File: src/rtl/fir_coeff_loader.sv
// Double-buffered FIR coefficient loader: host fills a shadow bank, which is copied to the
// active bank (coeff_flat) on the first edge in a sample gap after a well-formed frame.
module fir_coeff_loader #(
    parameter int NUM_COEFF = 16,
    parameter int COEFF_W   = 16
) (
    input  logic                           clk,
    input  logic                           reset,
    input  logic                           wr_valid,
    output logic                           wr_ready,
    input  logic [COEFF_W-1:0]             wr_data,
    input  logic                           wr_last,
    input  logic                           sample_enable,
    output logic [NUM_COEFF*COEFF_W-1:0]   coeff_flat,
    output logic                           busy,
    output logic                           commit_done,
    output logic                           frame_error
);

    localparam int IDX_W = $clog2(NUM_COEFF);
    localparam logic [IDX_W-1:0] LAST_IDX = IDX_W'(NUM_COEFF - 1);

    typedef enum logic [1:0] {IDLE, LOAD, PENDING} state_t;

    state_t             state, next_state;
    logic [IDX_W-1:0]   idx;
    logic [COEFF_W-1:0] shadow [NUM_COEFF];
    logic               accept, at_end, good_end, bad_end, commit;

    assign accept   = wr_valid && wr_ready;
    assign at_end   = (idx == LAST_IDX);
    assign good_end = accept && at_end && wr_last;
    // A frame is malformed if wr_last and the final slot disagree.
    assign bad_end  = accept && (at_end != wr_last);
    // Never swap banks while the filter stages are consuming a sample.
    assign commit   = (state == PENDING) && !sample_enable;

    always_ff @(posedge clk) begin
        if (reset) state <= IDLE;
        else       state <= next_state;
    end

    always_comb begin
        next_state = state;
        case (state)
            IDLE, LOAD: begin
                if (good_end)     next_state = PENDING;
                else if (bad_end) next_state = IDLE;
                else if (accept)  next_state = LOAD;
            end
            PENDING: if (commit) next_state = IDLE;
            default: next_state = IDLE;
        endcase
    end

    always_comb begin
        wr_ready = (state != PENDING);
        busy     = (state != IDLE);
    end

    always_ff @(posedge clk) begin
        if (reset) begin
            idx         <= '0;
            commit_done <= 1'b0;
            frame_error <= 1'b0;
            coeff_flat  <= '0;
            for (int k = 0; k < NUM_COEFF; k++) shadow[k] <= '0;
        end else begin
            commit_done <= commit;
            if (accept) shadow[idx] <= wr_data;
            // Index only advances while a frame is open; any exit restarts it at slot 0.
            if (next_state == LOAD) idx <= idx + IDX_W'(accept);
            else                    idx <= '0;
            if (bad_end)     frame_error <= 1'b1;
            else if (commit) frame_error <= 1'b0;
            if (commit) begin
                for (int k = 0; k < NUM_COEFF; k++)
                    coeff_flat[COEFF_W*k +: COEFF_W] <= shadow[k];
            end
        end
    end

endmodule

File: config.mk
export PLATFORM = sky130hd
export DESIGN_NAME = fir_coeff_loader
export DESIGN_NICKNAME = d
export VERILOG_FILES = /design/src/rtl/fir_coeff_loader.sv
export SDC_FILE = /design/constraint.sdc
export NUM_CORES = 1
export LEC_CHECK = 0
export CORE_UTILIZATION = 40
export DETAILED_ROUTE_END_ITERATION = 7
export GPL_TIMING_DRIVEN = 1
export PLACE_DENSITY = 0.67
export REMOVE_ABC_BUFFERS = 1
export SETUP_SLACK_MARGIN = 0.2
export SLEW_MARGIN = 20
export SYNTH_ARGS = -nofsm -noshare
export SYNTH_HDL_FRONTEND = slang
export SYNTH_SLANG_ARGS = --single-unit
File: constraint.sdc
create_clock -name clk -period 3.4 [get_ports clk]
set_input_delay 1.02 -clock clk [delete_from_list [all_inputs] [get_ports clk]]
set_output_delay 1.02 -clock clk [all_outputs]
set_load 0.05 [all_outputs]
==> results.json <==
{
  "internal-power_uw": 10380,
  "slowest_delay_ps": 830,
  "regToRegSetupSlack_ps": 1270,
  "finalSetupTns_ps": 0,
  "synthMostInstantiatedCell": "nand2_1",
  "violations": "design-rule violations",
  "syn-mean-instance-area_um2": 10.51,
  "rsz0062_at_grt": "false",
  "cts_hold_buf": 0,
  "post-cts-setup-buffer-count": 0,
  "overflow": 0,
  "post-route-period-util": 0.9212,
  "comb_power_share": 0.026,
  "clockBufferDepth": 3,
  "initialDrtViolationCount": 1231,
  "path_buf_inv": 1,
  "crit_slowest_cell": "clkdlybuf4s50_1",
  "hold_path.class": "reg -> reg",
  "cts_tree": "yes",
  "cts.clk_slew.worst_paths_ps": 60,
  "critPathRequiredTime_ps": 2380,
  "critPathArrivalTime_ps": 2110,
  "antenna_found_initial": 0,
  "synth_top_area_cell": "edfxtp_1",
  "power.density_mw_per_mm2": 539.6,
  "synth_edf_count": 256,
  "diodes": 0,
  "area_growth_pct": 27.62,
  "worstPathMaxFanout": 10,
  "num_vias": 13860,
  "die_w_um": 220.1,
  "hpwl_mm": 33.31,
  "finalSetupViolations": 0,
  "path_cells": "or2_2, clkdlybuf4s50_1",
  "viasPerCell": 5.115,
  "min-delay-start": "coeff_flat[31]",
  "skew_ps": 15.62,
  "min_period_ps": 3132,
  "switching_share": 0.2083,
  "crit_type": "reg -> out",
  "postRouteAntennaNets": 0,
  "layout.nets": 2081,
  "end_kind": "primary output",
  "place_congestion": 0.7956,
  "cts_sinks": 520,
  "ir_worst_vdd_v": 0.0003423,
  "worst_slew_pin_slew_ps": 747.8,
  "fin_area_mm2": 0.02429,
  "rr_startpoint": "idx[1]",
  "drc_errors": 18,
  "dieArea_mm2": 0.04846,
  "yosysWarnings": 0,
  "hold_depth": 2,
  "synth_top_area_frac": 0.4039,
  "async_reset_ff_frac": 0,
  "fmax_ghz": 0.3193,
  "core-area_mm2": 0.04675,
  "layout.cells.non_filler": 2710,
  "synthTopCellsByArea": "edfxtp_1 40%, dfxtp_1 28%, nand2_1 11%",
  "first_pass_iters": 7,
  "dpl.cell_count": 2610,
  "synth_seq_cells": 520,
  "row_count": 79,
  "drt-wirelength-per-cell_um": 18.77,
  "grt_pass1_wl_mm": 76.22,
  "die_h_um": 220.1,
  "cp_top_family": "buffers and inverters",
  "syn_area_mm2": 0.01903,
  "netSwitchingPower_uw": 2730,
  "rr_worst_depth": 5,
  "start_util": 0.4071,
  "cp-startpoint": "state[1]",
  "wl_mm": 50.87,
  "start_kind": "flop",
  "status": "complete, but fails checks",
  "dpl_cell_area_mm2": 0.02243,
  "synth_ff_type": "dfxtp_1",
  "r2r_end": "shadow[10][0]",
  "grtUsageTotal": 0.2080,
  "root_buffer": "clkbuf_16",
  "slew_headroom": 0.5015,
  "slew_violations": 0,
  "htree_levels": 2,
  "pwr-share-clk": 0.461,
  "clk_latency_ps": 590,
  "p_seq_frac": 0.512,
  "cts_buffers": 53,
  "synth_commonest_cells": "580 x nand2_1, 264 x dfxtp_1, 257 x a21oi_1",
  "hold_viol": 0,
  "ys_seq_area_frac": 0.6816,
  "leakagePower_uw": 0.007874,
  "io_pins": 281,
  "io_buffers": 280,
  "syn_inst": 1811,
  "grt_max_degree": 142,
  "worstHoldEndpoint": "coeff_flat[31]",
  "drv_cap": 0,
  "grt_pass1_vias": 13190,
  "yosysUniqueCellTypes": 34,
  "drive_gt1_frac": 0.1032
}
stage by stage:
step	total power [uW]	utilization	worst slack, ps	hold slack (ps)
2_1_floorplan	6957	-	-5072	471.3
3_3_place_gp	7191	0.4798	437.0	444.4
3_5_place_dp	7197	0.4798	413.7	445.5
4_1_cts	13210	0.5194	210.0	453.8
5_1_grt	13480	0.5195	207.9	471.0
6_report	13110	0.5195	268.0	452.7
sequential cells by signal (all words and copies together), names as in the netlist:
register     count
commit_done      1
coeff_flat     256
frame_error      1
shadow         256
state            2
idx              4
power groups by stage:
stage,clock (uW),combinational (uW),sequential (uW)
global placement,0,343,6850
finish,6050,344,6720
floorplan,0,117,6840
detailed placement,0,349,6850
CTS,6150,349,6710
global route,6390,367,6720
cells by family after synthesis:
| group | synth area share |
|---|---|
| buffers and inverters | 0.04576 |
| flip-flops | 0.6816 |
| XOR/XNOR | 0.001381 |
| adder cells (fa/ha/maj) | 0.001315 |
| AND/OR/NAND/NOR | 0.1961 |
| AO/OA/AOI/OAI | 0.07383 |
layer usage:
layer,GRT usage,up-vias,wire (um)
li1,-,6586,-
met1,0.2860,6703,22350
met2,0.3266,490,23630
met3,0.04082,82,3527
met4,0.07563,0,1366
met5,0,-,0
worst max-delay path by stage:
stage,end,cells past startpoint
2_1_floorplan,coeff_flat[0],3
3_3_place_gp,shadow[2][2],5
3_5_place_dp,shadow[10][10],5
4_1_cts,wr_ready,3
5_1_grt,busy,2
6_report,busy,2
cells in the final DEF, fill, tap and decap left out, types with 3 or more instances in the layout:
master / synthesis / layout
nand2_1: 580 / 580
clkdlybuf4s50_1: 0 / 278
dfxtp_1: 264 / 263
a21oi_1: 257 / 257
edfxtp_1: 256 / 256
nor2_1: 129 / 129
nor3_1: 79 / 79
clkbuf_16: 0 / 63
nor3_2: 50 / 50
buf_4: 1 / 46
clkbuf_1: 56 / 13
clkinv_2: 0 / 9
buf_12: 0 / 9
o31ai_4: 0 / 8
o21ai_2: 0 / 7
clkbuf_8: 0 / 6
inv_1: 4 / 4
xnor2_1: 3 / 3
and2_1: 3 / 3
nand4_1: 3 / 3
nor4b_1: 3 / 3
clkinv_1: 1 / 3
worst min-delay path, stage by stage, from the launching register on:
cell	delay, ps
dfxtp_1	310
nand2_1	50
a21oi_1	50
cell type report:
cell class              count  area, um2
repair buffers            335       3334
multi-input cells        1142       5339
well taps                 607      759.5
fillers                  4171      22470
clock inverters            17      146.4
clock buffers              83       1709
inverters                   6      23.77
flip-flops and latches    520      12980
timing repair:
item / CTS / global route
setup endpoints to repair: 0 / 1
resized for setup: 0 / 1
hold endpoints to repair: 0 / 0
Note: power is estimated with default switching activity, not from simulation.
